File: src/rtl/uart_core.sv
// 8N1 full-duplex UART: shared 16x oversample tick, TX serializer and RX deserializer
// with a byte-wide handshake on each side.
module uart_core #(
    parameter int freq_hz = 50000000,
    parameter int baud    = 115200
) (
    input  logic       clk,
    input  logic       reset,
    input  logic       uart_rxd,
    output logic       uart_txd,
    output logic [7:0] rx_data,
    output logic       rx_avail,
    output logic       rx_error,
    input  logic       rx_ack,
    input  logic [7:0] tx_data,
    input  logic       tx_wr,
    output logic       tx_busy
);

    localparam int DIV_RAW = freq_hz / (baud * 16);
    localparam int DIV     = (DIV_RAW < 1) ? 1 : DIV_RAW;
    localparam int TW      = (DIV > 1) ? $clog2(DIV) : 1;
    localparam logic [TW-1:0] TICK_LAST = TW'(DIV - 1);

    localparam logic [1:0] S_IDLE  = 2'd0;
    localparam logic [1:0] S_START = 2'd1;
    localparam logic [1:0] S_DATA  = 2'd2;
    localparam logic [1:0] S_STOP  = 2'd3;

    logic [TW-1:0] tick_cnt;
    logic          tick;

    assign tick = (tick_cnt == TICK_LAST);

    // NOTE: state registers use non-blocking (<=) so every flop samples pre-edge values.
    always_ff @(posedge clk or posedge reset) begin
        if (reset)     tick_cnt <= '0;
        else if (tick) tick_cnt <= '0;
        else           tick_cnt <= tick_cnt + TW'(1);
    end

    // ---------------- transmitter ----------------
    logic [1:0] tx_state;
    logic [3:0] tx_cnt;
    logic [2:0] tx_bit;
    logic [7:0] tx_shift;
    logic       tx_go;      // start bit already on the line

    assign tx_busy = (tx_state != S_IDLE);

    always_ff @(posedge clk or posedge reset) begin
        if (reset) begin
            tx_state <= S_IDLE;
            tx_cnt   <= '0;
            tx_bit   <= '0;
            tx_shift <= '0;
            tx_go    <= 1'b0;
            uart_txd <= 1'b1;
        end else begin
            case (tx_state)
                S_IDLE: if (tx_wr) begin
                    tx_shift <= tx_data;
                    tx_go    <= 1'b0;
                    tx_state <= S_START;
                end
                S_START: if (tick) begin
                    // first tick only drops the line; the 16-tick bit time starts here
                    if (!tx_go) begin
                        tx_go    <= 1'b1;
                        uart_txd <= 1'b0;
                        tx_cnt   <= '0;
                    end else begin
                        tx_cnt <= tx_cnt + 4'd1;
                        if (tx_cnt == 4'd15) begin
                            uart_txd <= tx_shift[0];
                            tx_shift <= tx_shift >> 1;
                            tx_bit   <= '0;
                            tx_state <= S_DATA;
                        end
                    end
                end
                S_DATA: if (tick) begin
                    tx_cnt <= tx_cnt + 4'd1;
                    if (tx_cnt == 4'd15) begin
                        if (tx_bit == 3'd7) begin
                            uart_txd <= 1'b1;
                            tx_state <= S_STOP;
                        end else begin
                            uart_txd <= tx_shift[0];
                            tx_shift <= tx_shift >> 1;
                            tx_bit   <= tx_bit + 3'd1;
                        end
                    end
                end
                S_STOP: if (tick) begin
                    tx_cnt <= tx_cnt + 4'd1;
                    if (tx_cnt == 4'd15) tx_state <= S_IDLE;
                end
                default: tx_state <= S_IDLE;
            endcase
        end
    end

    // ---------------- receiver ----------------
    logic [1:0] rxd_sync;
    logic       rxd_s;
    logic [1:0] rx_state;
    logic [3:0] rx_cnt;
    logic [2:0] rx_bit;
    logic [7:0] rx_shift;
    logic       rx_armed;   // line seen idle-high since the last frame

    assign rxd_s = rxd_sync[1];

    always_ff @(posedge clk or posedge reset) begin
        if (reset) rxd_sync <= 2'b11;
        else       rxd_sync <= {rxd_sync[0], uart_rxd};
    end

    always_ff @(posedge clk or posedge reset) begin
        if (reset) begin
            rx_state <= S_IDLE;
            rx_cnt   <= '0;
            rx_bit   <= '0;
            rx_shift <= '0;
            rx_armed <= 1'b0;
            rx_data  <= '0;
            rx_avail <= 1'b0;
            rx_error <= 1'b0;
        end else begin
            // a completion later in this block overrides the ack clear
            if (rx_ack) begin
                rx_avail <= 1'b0;
                rx_error <= 1'b0;
            end
            case (rx_state)
                S_IDLE: begin
                    if (!rx_armed) begin
                        rx_armed <= rxd_s;
                    end else if (!rxd_s) begin
                        rx_cnt   <= '0;
                        rx_state <= S_START;
                    end
                end
                S_START: if (tick) begin
                    rx_cnt <= rx_cnt + 4'd1;
                    if (rx_cnt == 4'd7) begin
                        if (rxd_s) begin
                            rx_state <= S_IDLE;
                        end else begin
                            rx_cnt   <= '0;
                            rx_bit   <= '0;
                            rx_state <= S_DATA;
                        end
                    end
                end
                S_DATA: if (tick) begin
                    rx_cnt <= rx_cnt + 4'd1;
                    if (rx_cnt == 4'd15) begin
                        rx_shift <= {rxd_s, rx_shift[7:1]};
                        rx_bit   <= rx_bit + 3'd1;
                        if (rx_bit == 3'd7) rx_state <= S_STOP;
                    end
                end
                S_STOP: if (tick) begin
                    rx_cnt <= rx_cnt + 4'd1;
                    if (rx_cnt == 4'd15) begin
                        if (rxd_s) begin
                            rx_data  <= rx_shift;
                            rx_avail <= 1'b1;
                        end else begin
                            rx_error <= 1'b1;
                        end
                        rx_armed <= 1'b0;
                        rx_state <= S_IDLE;
                    end
                end
                default: rx_state <= S_IDLE;
            endcase
        end
    end

endmodule

File: config.mk
export PLATFORM = sky130hd
export DESIGN_NAME = uart_core
export DESIGN_NICKNAME = d
export VERILOG_FILES = /design/src/rtl/uart_core.sv
export SDC_FILE = /design/constraint.sdc
export NUM_CORES = 1
export LEC_CHECK = 0
export CAP_MARGIN = 20
export CORE_MARGIN = 5
export CORE_UTILIZATION = 64
export CTS_BUF_LIST = sky130_fd_sc_hd__clkbuf_4 sky130_fd_sc_hd__clkbuf_8
export DETAILED_ROUTE_END_ITERATION = 8
export PLACE_DENSITY = 0.88
export SETUP_SLACK_MARGIN = 0.4
export SYNTH_ARGS = -nofsm -noshare
export SYNTH_HDL_FRONTEND = slang
export SYNTH_SLANG_ARGS = --single-unit
File: constraint.sdc
create_clock -name clk -period 4 [get_ports clk]
set_input_delay 0.8 -clock clk [delete_from_list [all_inputs] [get_ports clk]]
set_output_delay 0.8 -clock clk [all_outputs]
set_load 0.01 [all_outputs]
# Yosys cells after proc, flatten, opt, wreduce, memory -nomap -nowiden
# Index checks and enable logic that the tools add are counted.
[totals]
input_bits = 13
regBits = 54
[op_classes]
eq_ne = 35
mux = 78
reduce_logical = 23
addsub = 5
[op_table]
columns = ["op", "n"]
rows = [
  ["two-way mux 8 bit", 7],
  ["!= test 2 bit, second input constant", 20],
  ["two-way mux 2 bit", 19],
  ["two-way mux 4 bit", 9],
  ["two-way mux 3 bit", 11],
  ["one-hot mux 8 bit (3 select lines)", 1],
  ["two-way mux 1 bit", 21],
  ["AND reduction 9 bit", 2],
  ["one-hot mux 2 bit (4 select lines)", 2],
  ["one-hot mux 3 bit (2 select lines)", 2],
  ["one-hot mux 4 bit (3 select lines)", 1],
  ["AND reduction 3 bit", 4],
  ["nonzero test 2 bit", 6],
  ["adder 4 x 1 -> 4 bit, second input constant", 2],
  ["== test 2 bit, second input constant", 4],
  ["== test 4 bit, second input constant", 2],
  ["one-hot mux 4 bit (2 select lines)", 1],
  ["AND reduction 4 bit", 2],
  ["AND reduction 8 bit", 1],
  ["AND reduction 7 bit", 1],
  ["adder 3 x 1 -> 3 bit, second input constant", 2],
  ["== test 3 bit, second input constant", 2],
  ["one-hot mux 1 bit (2 select lines)", 3],
  ["AND reduction 6 bit", 1],
  ["other kinds (11)", 15],
]

# Depth between registers and ports, before layout
# Gate-level depths: netlist of the first run.
[logic_depth]
ltp_word = 5
ltp_mapped = 8
depth_no_buf = 6

# Worst setup path before layout of the first run
# No wires, ideal clock.
[synth_path]
path_type = "reg-to-reg"
startpoint = "register tick_cnt[0]"
endpoint = "register rx_data[0]"
stages_incl_launch_ff = 9
arrival_time_ns = 1.768
path_slack_ns = 2.107
path_cell_list = "dfrtp_1 > inv_1 > ha_1 > and4b_1 > buf_6 > and4_4 > and3_4 > buf_6 > mux2_4"
[synth_between]
elab_chain_cells = 2
[synth_rtl]
columns = ["element", "line", "source"]
rows = [
  ["start: declaration", "30", "logic [TW-1:0] tick_cnt;"],
  ["start signal: assignment", "39", "else tick_cnt <= tick_cnt + TW'(1);"],
  ["== test 5 bit", "33", "assign tick = (tick_cnt == TICK_LAST);"],
  ["AND reduction 4 bit (no line)", "-", ""],
  ["end signal: assignment", "169", "rx_data <= rx_shift;"],
  ["end: declaration", "11", "output logic [7:0] rx_data,"],
]
# Every way passes these cells.
# A chain may end at the register's enable or synchronous reset.

# Final worst setup path of the first run
[layout_path]
startpoint = "register tx_state[0]"
endpoint = "output tx_busy"
[layout_between]
elab_chain_cells = 1
[layout_rtl]
columns = ["element", "line", "source"]
rows = [
  ["start: declaration", "43", "logic [1:0] tx_state;"],
  ["start signal: assignment", "53", "tx_state <= S_IDLE;"],
  ["start signal: assignment", "64", "tx_state <= S_START;"],
  ["start signal: assignment", "78", "tx_state <= S_DATA;"],
  ["nonzero test 2 bit", "49", "assign tx_busy = (tx_state != S_IDLE);"],
  ["end: declaration", "17", "output logic tx_busy"],
]
# Every way passes these cells.

==> results.md, run 1 <==
* Status: completed
* Vias/cell at 5.868
* Slew headroom at 62.57%
* Non-filler instance count after layout at 304
* Yosys top cell area share at between 40% and 50%
* Synth Flop Type: dfrtp_1
* Leading area contributor after synthesis: dfrtp_1
* Clk slew on worst S/H paths at roughly 0.09 ns
* Setup Crit Path Kind: reg2out
* Synthesized Nets at 255
* I/O pin count at 25
* Drt pass-1 iters at 4
* Initial Util at 66.73%
* Clk network pwr share at 37.6%
* Post-CTS Setup Inserts at 0
* TritonCTS Buffers at 5
* Switching pwr at 0.0002009 W
* Post-synth EDFFs at 0
* Global placement routability congestion at 0.8054
* Part of the cycle the worst path needs at about three fifths
* Register bit total from synthesis at 54
* Sum of negative setup slack at 0 ns
* Htree depth at 2
* Chip Height at 75.05 µm
* WL final at 4672 µm
* RSZ-0062 raised after global routing: false
* Routed WL per cell at 15.37 µm
* Worst skew pair latency at 0.30 ns
* Met3 WL at 205 µm
* Most common cell after layout, fill and taps aside: dfrtp_1
* Max-Cap Viols at 0
* Global-route wire length before repair at 8128 µm
* Top sig layer: met4
* Commonest non-fill, non-tap cells in the layout: 51 x dfrtp_1, 28 x mux2_2, 24 x clkdlybuf4s50_1
* Clk sinks at 54
* Worst slew pin tran at 0.5611 ns
* Final hold vios at 0
* Final nets at roughly 280
* Largest net degree at the start of global routing at 55
* N_diodes at 0
* DIE WIDTH at 75.05 µm
* Clock root cell: clkbuf_8
* Cells after Synth at 229
* Async set or reset register ratio after synthesis at 100.0%
* Vias in the first global route at 1826
* Total internal power at ~0.00078 W
* Combinational power share at 4.6%
* Leakage power at approximately 1.5 nW
* Post-CTS Hold Fix Bufs at 0
* Hold/Removal Path Class: reg2reg
* Fmax at 409.5 MHz
* Endpoint type of the worst setup path: output port
* # setup viols final at 0
* Detailed placer's ending HPWL at 3259 µm
* Antenna Nets Post-Route at 0
* Main area contributors after synthesis: dfrtp_1 47%, mux2_2 12%, ha_1 6.0%
* Layout cell share with drive strength beyond 1 at 22.05%
* Total congestion overflow at 0
* CTS tree: yes
* Sequential Power Share at between 50% and 60%
* DRT iter0 DRCs at 129
* Mapped Area at 2708 µm²
* Clock Path Buffers at 2
* # resized after CTS at 0
* # DRC at 0
* PD cells at 316.4 nW/µm²
* Clock Skew at 0.003870 ns
* Port-buffer cells at 24
* CP Launch Type: flip-flop
* Routed vias at 1784
* Switching portion of total power at 20.53%
* M1 WL at approximately 2100 µm
* Critical Path Fanout Max at 4
* P&R area growth vs syn at 14.23%
* Placed insts at 295
* Initial antenna violation count at 0
* Final Critical Period at approximately 2.4 ns
* Cell Rows at 23
* Core Area at ~4100 µm²
* Gr usage total at 18.73%
* Met2 WL post-DR at 2271 µm
* Slew Viols, Final at 0
* Register area share after synthesis at about half
* Synth cell types at 49
* Yosys warning count at 0
* Full die area at 5632 µm²
* Critical Path AT at 1.64 ns
* Mean Syn Cell Area at approximately 12 µm²
* VDD IR max at 0.0003380 V
* CP required at 3.20 ns
[power by group through the flow]
stage          Combinational (W)  Sequential, W  Clock [W]
2_1_floorplan          0.0000298       0.000570          0
3_3_place_gp           0.0000416       0.000575          0
3_5_place_dp           0.0000440       0.000576          0
4_1_cts                0.0000441       0.000565   0.000374
5_1_grt                0.0000517       0.000567   0.000396
6_report               0.0000455       0.000565   0.000368
[synthesized netlist by cell type (2+ instances only)]
master    number
nand3_1        6
o211ai_1       2
nand2_1       11
a22o_1         3
dfstp_2        3
mux2_2        28
buf_6          2
a21boi_0       2
nor4b_1        2
nor3_1         4
a21oi_1       14
clkbuf_1       2
dfrtp_1       51
nor2_1        12
buf_2          2
inv_1         14
ha_1          13
or2_2          2
o21ai_0        9
a21o_1         2
nor2b_1        4
and2_1         2
mux2_4         8
mux2i_1        6
[worst max-delay path: stages (launching register included)]
cell and delay, ns:
dfrtp_1 0.38, inv_1 0.10, ha_1 0.22, inv_1 0.09, clkdlybuf4s50_1 0.55
[path summary, 6_finish.rpt]
path | slack [ns] | to | depth (start not counted) | start
hold reg to reg | 0.36 | rxd_sync[1] | 0 | rxd_sync[0]
hold / removal | 0.36 | rxd_sync[1] | 0 | rxd_sync[0]
setup reg to reg | 1.64 | tx_bit[0] | 6 | tx_state[0]
max in group asynchronous | 2.74 | uart_txd | 3 | reset
min in group asynchronous | 0.71 | rx_shift[5] | 2 | reset
setup / recovery | 1.56 | tx_busy | 4 | tx_state[0]
[kinds of logic (layout without fill, tap and decap cells)]
logic type	after synthesis	in the layout	synth area share [%]
flops	54	54	50.05
mux	42	42	18.30
buf+inv	22	47	3.836
simple gates	55	55	11.60
compound gates	41	41	9.566
fa+ha+maj	13	13	6.008
xor+xnor	2	2	0.6471
[stage by stage]
| stage | util (%) | hold slack (ns) | setup slack [ns] | instance area (µm²) | power [W] |
|---|---|---|---|---|---|
| finish | 76.23 | 0.3630 | 1.558 | 3093 | 0.0009787 |
| CTS | 75.73 | 0.3638 | 1.555 | 3073 | 0.0009829 |
| global placement | 72.93 | 0.3455 | 1.750 | 2959 | 0.0006164 |
| global route | 76.23 | 0.3723 | 1.487 | 3093 | 0.001014 |
| detailed placement | 72.93 | 0.3503 | 1.704 | 2959 | 0.0006195 |
| floorplan | - | 0.3452 | 1.890 | 2708 | 0.0005998 |
[layer usage]
layer	GRT usage, %	vias to the layer above
li1	-	855
met1	24.23	874
met2	31.82	50
met3	4.406	5
met4	4.743	0
met5	0	-
[flip-flops by register name (all words and copies together), names as in the netlist, named ones only]
signal / count
rx_armed: 1
rx_avail: 1
rx_bit: 3
rx_cnt: 4
rx_data: 8
rx_error: 1
rx_shift: 8
rx_state: 1
rxd_sync: 2
tick_cnt: 5
tx_bit: 3
tx_cnt: 4
tx_go: 1
tx_shift: 8
tx_state: 2
uart_txd: 1
[layout make-up]
cell class	instances	area (µm²)
flip-flops and latches	54	1355
well taps	50	62.56
clock inverters	1	30.03
fillers	267	964.7
repair buffers	25	260.3
clock buffers	7	83.83
multi-input cells	153	1249
inverters	14	52.55
(Power assumes the default switching activity.)
==> run 2: changes to the inputs <==
Settings changed: CORE_UTILIZATION 64 to 53, PLACE_DENSITY 0.88 to 0.77.
Clock period 4 ns to 2.1 ns, I/O delays scaled along.
==> run 2 against run 1 <==
- power up 79%
- clock skew up 0.0037 ns
- cell area up 11%
- sequential power up 91%
- combinational power up 100%
- utilization down 7.9 points
- sequential share of layout area down 4.3 points
- register-to-register slack worse by 1.3 ns
- highest routed layer unchanged
==> results.md, run 2 (synthesis results as in run 1) <==
* Regs by FF count: rx_data (8), rx_shift (8), tx_shift (8)
* GR Util met3 at approximately 4.5%
* Drt pass-1 iters at 4
* Non-filler instance count after layout at 348
* Clock Path Buffers at 2
* Met2 Track Usage GR at 29.23%
* I/O pin count at 25
* Setup WS pre-CTS at about 0.17 ns
* Switching portion of total power at roughly a quarter
* Gr usage total at 17.31%
* Commonest non-fill, non-tap cells in the layout: 48 x dfrtp_1, 27 x mux2_2, 20 x clkdlybuf4s50_1
* Switching pwr at 0.0004194 W
* Status: completed
* Routed vias at ~1.9k
* VDD IR max at 0.0003945 V
* DIE WIDTH at 81.48 µm
* Max-Cap Viols at 0
* Total internal power at around 0.0013 W
* Chip Height at between 80 and 90 µm
* TritonCTS Buffers at 5
* Routed WL per cell at 15.68 µm
* Slowest CP cell: dfrtp_1
* Fmax at 554.0 MHz
* Setup Crit Path Kind: reg2reg
* Placed insts at 320
* Part of the cycle the worst path needs at 85.96%
* Worst slew pin tran at 0.3653 ns
* WL final at between 5000 and 6000 µm
* Vias in the first global route at 1912
* RR Startpoint: tx_state[1]
* Global-route wire length before repair at 8818 µm
* Crit path buffers/inverters at 1
* Slew Viols, Final at 0
* PD cells at 509.9 nW/µm²
* Final hold vios at 0
* Reg2Reg Capture Point: tx_shift[5]
* WP depth at 6
* Endpoint type of the worst setup path: flip-flop
* N_diodes at 0
* Clk sinks at 54
* Hold path start: rxd_sync[0]
* # DRC at 0
* Max stage delay on crit path at 0.40 ns
* CP required at ~2.3 ns
* Worst r2r path cells at 6
* Full die area at 6638 µm²
* Final Critical Period at between 1.5 and 2 ns
* Clock Skew at 0.007575 ns
* Met1 usage at 21.41%
* Hold/Removal Path Class: reg2reg
* Final nets at slightly above 300
* Fill cells at 388
* Port-buffer cells at 24
* Cell Rows at 26
* Largest delay share family, worst path: simple AND/OR/NAND/NOR gates
* Hold Path Depth at 0
* Clk network pwr share at 33.4%
* Setup ws final at 0.2948 ns
* Htree depth at 2
* Hold Path End: rxd_sync[1]
* Clock root cell: clkbuf_8
* Antenna Nets Post-Route at 0
* Vias/cell at 5.471
* Total congestion overflow at 0
* GR peak layer: met2
* Most common cell after layout, fill and taps aside: dfrtp_1
* Global placement routability congestion at 0.8040
* Leakage power at ~1.6 nW
* Initial Util at 53.70%
* Clk slew on worst S/H paths at around 0.10 ns
* Layout cell share with drive strength beyond 1 at approximately 37%
* Sum of negative setup slack at 0 ns
* CP Launch Type: flip-flop
* Slew headroom at about three quarters
* Worst skew pair latency at 0.31 ns
* Initial antenna violation count at 0
* # setup viols final at 0
* DRT iter0 DRCs at 65
* RSZ-0062 raised after global routing: true
* Critical Path Fanout Max at 8
* Largest net degree at the start of global routing at 55
* R2R setup slack at 0.29 ns
* Sequential Power Share at 61.4%
* Critical Path AT at between 2 and 2.5 ns
* P&R area growth vs syn at 27.17%
* Core Area at 5042 µm²
* Combinational power share at under 10%
* Worst-path cell chain: buf_4 -> ha_4 -> or2_4 -> a2bb2oi_4 -> nand3_4 -> mux2_4
* Detailed placer's ending HPWL at roughly 3400 µm
* CTS tree: yes
[run 2: cell count changes in the layout (fill, tap and decap cells not counted), moves of 3 or more]
cell             delta
buf_4              +19
ha_1                -5
buf_6               +4
clkdlybuf4s50_1     -4
ha_4                +4
inv_1               -4
dfrtp_1             -3
dfrtp_2             +3
inv_2               +3
o21ai_0             -3
[run 2: power groups by stage]
stage	clock network, W	logic [W]	registers, W
3_5_place_dp	0	0.0000902	0.00109
5_1_grt	0.000647	0.000105	0.00108
2_1_floorplan	0	0.0000577	0.00109
6_report	0.000587	0.0000909	0.00108
3_3_place_gp	0	0.0000869	0.00109
4_1_cts	0.000604	0.0000914	0.00108
[run 2: stage by stage]
| step | hold slack, ns | cell area, µm² | total power, W | util (%) |
|---|---|---|---|---|
| final | 0.3613 | 3443 | 0.001756 | 68.29 |
| after global routing | 0.3669 | 3443 | 0.001832 | 68.29 |
| after CTS | 0.3615 | 3264 | 0.001771 | 64.74 |
| after detailed placement | 0.3472 | 3058 | 0.001185 | 60.65 |
| after global placement | 0.3468 | 3058 | 0.001182 | 60.65 |
| after floorplan | 0.3452 | 2736 | 0.001143 | - |
[run 2: final cells by class]
type                    instances  area [µm²]  area share, %
multi-input cells             154        1408          40.88
flip-flops and latches         54        1359          39.46
repair buffers                 48       442.9          12.86
well taps                      70       87.58          2.544
clock buffers                   5       68.82          1.999
inverters                      14       56.30          1.635
clock inverters                 3       21.27         0.6177
[run 2: worst max-delay path by stage]
| stage | startpoint | end |
|---|---|---|
| 6_report | tx_state[1] | tx_shift[5] |
| 4_1_cts | tick_cnt[0] | rx_data[5] |
| 5_1_grt | tx_state[1] | tx_shift[5] |
| 3_3_place_gp | tx_state[0] | tx_shift[5] |
| 2_1_floorplan | tick_cnt[0] | rx_data[0] |
| 3_5_place_dp | tx_state[0] | tx_shift[4] |
[run 2: routing by layer]
layer | part of all wire, % | wire length, µm | vias up
li1 | - | - | 912
met1 | 42 | 2282 | 946
met2 | 52 | 2864 | 36
met3 | 3.7 | 204 | 10
met4 | 1.9 | 105 | 0
met5 | 0 | 0 | -
[run 2: timing repair]
item / in CTS / in global routing
gates cloned: 1 / 0
pin swaps: 4 / 5
hold endpoints to repair: 0 / 0
resized for setup: 14 / 29
hold buffers: 0 / 0
endpoints found under the setup margin: 34 / 40
setup buffers: 9 / 10
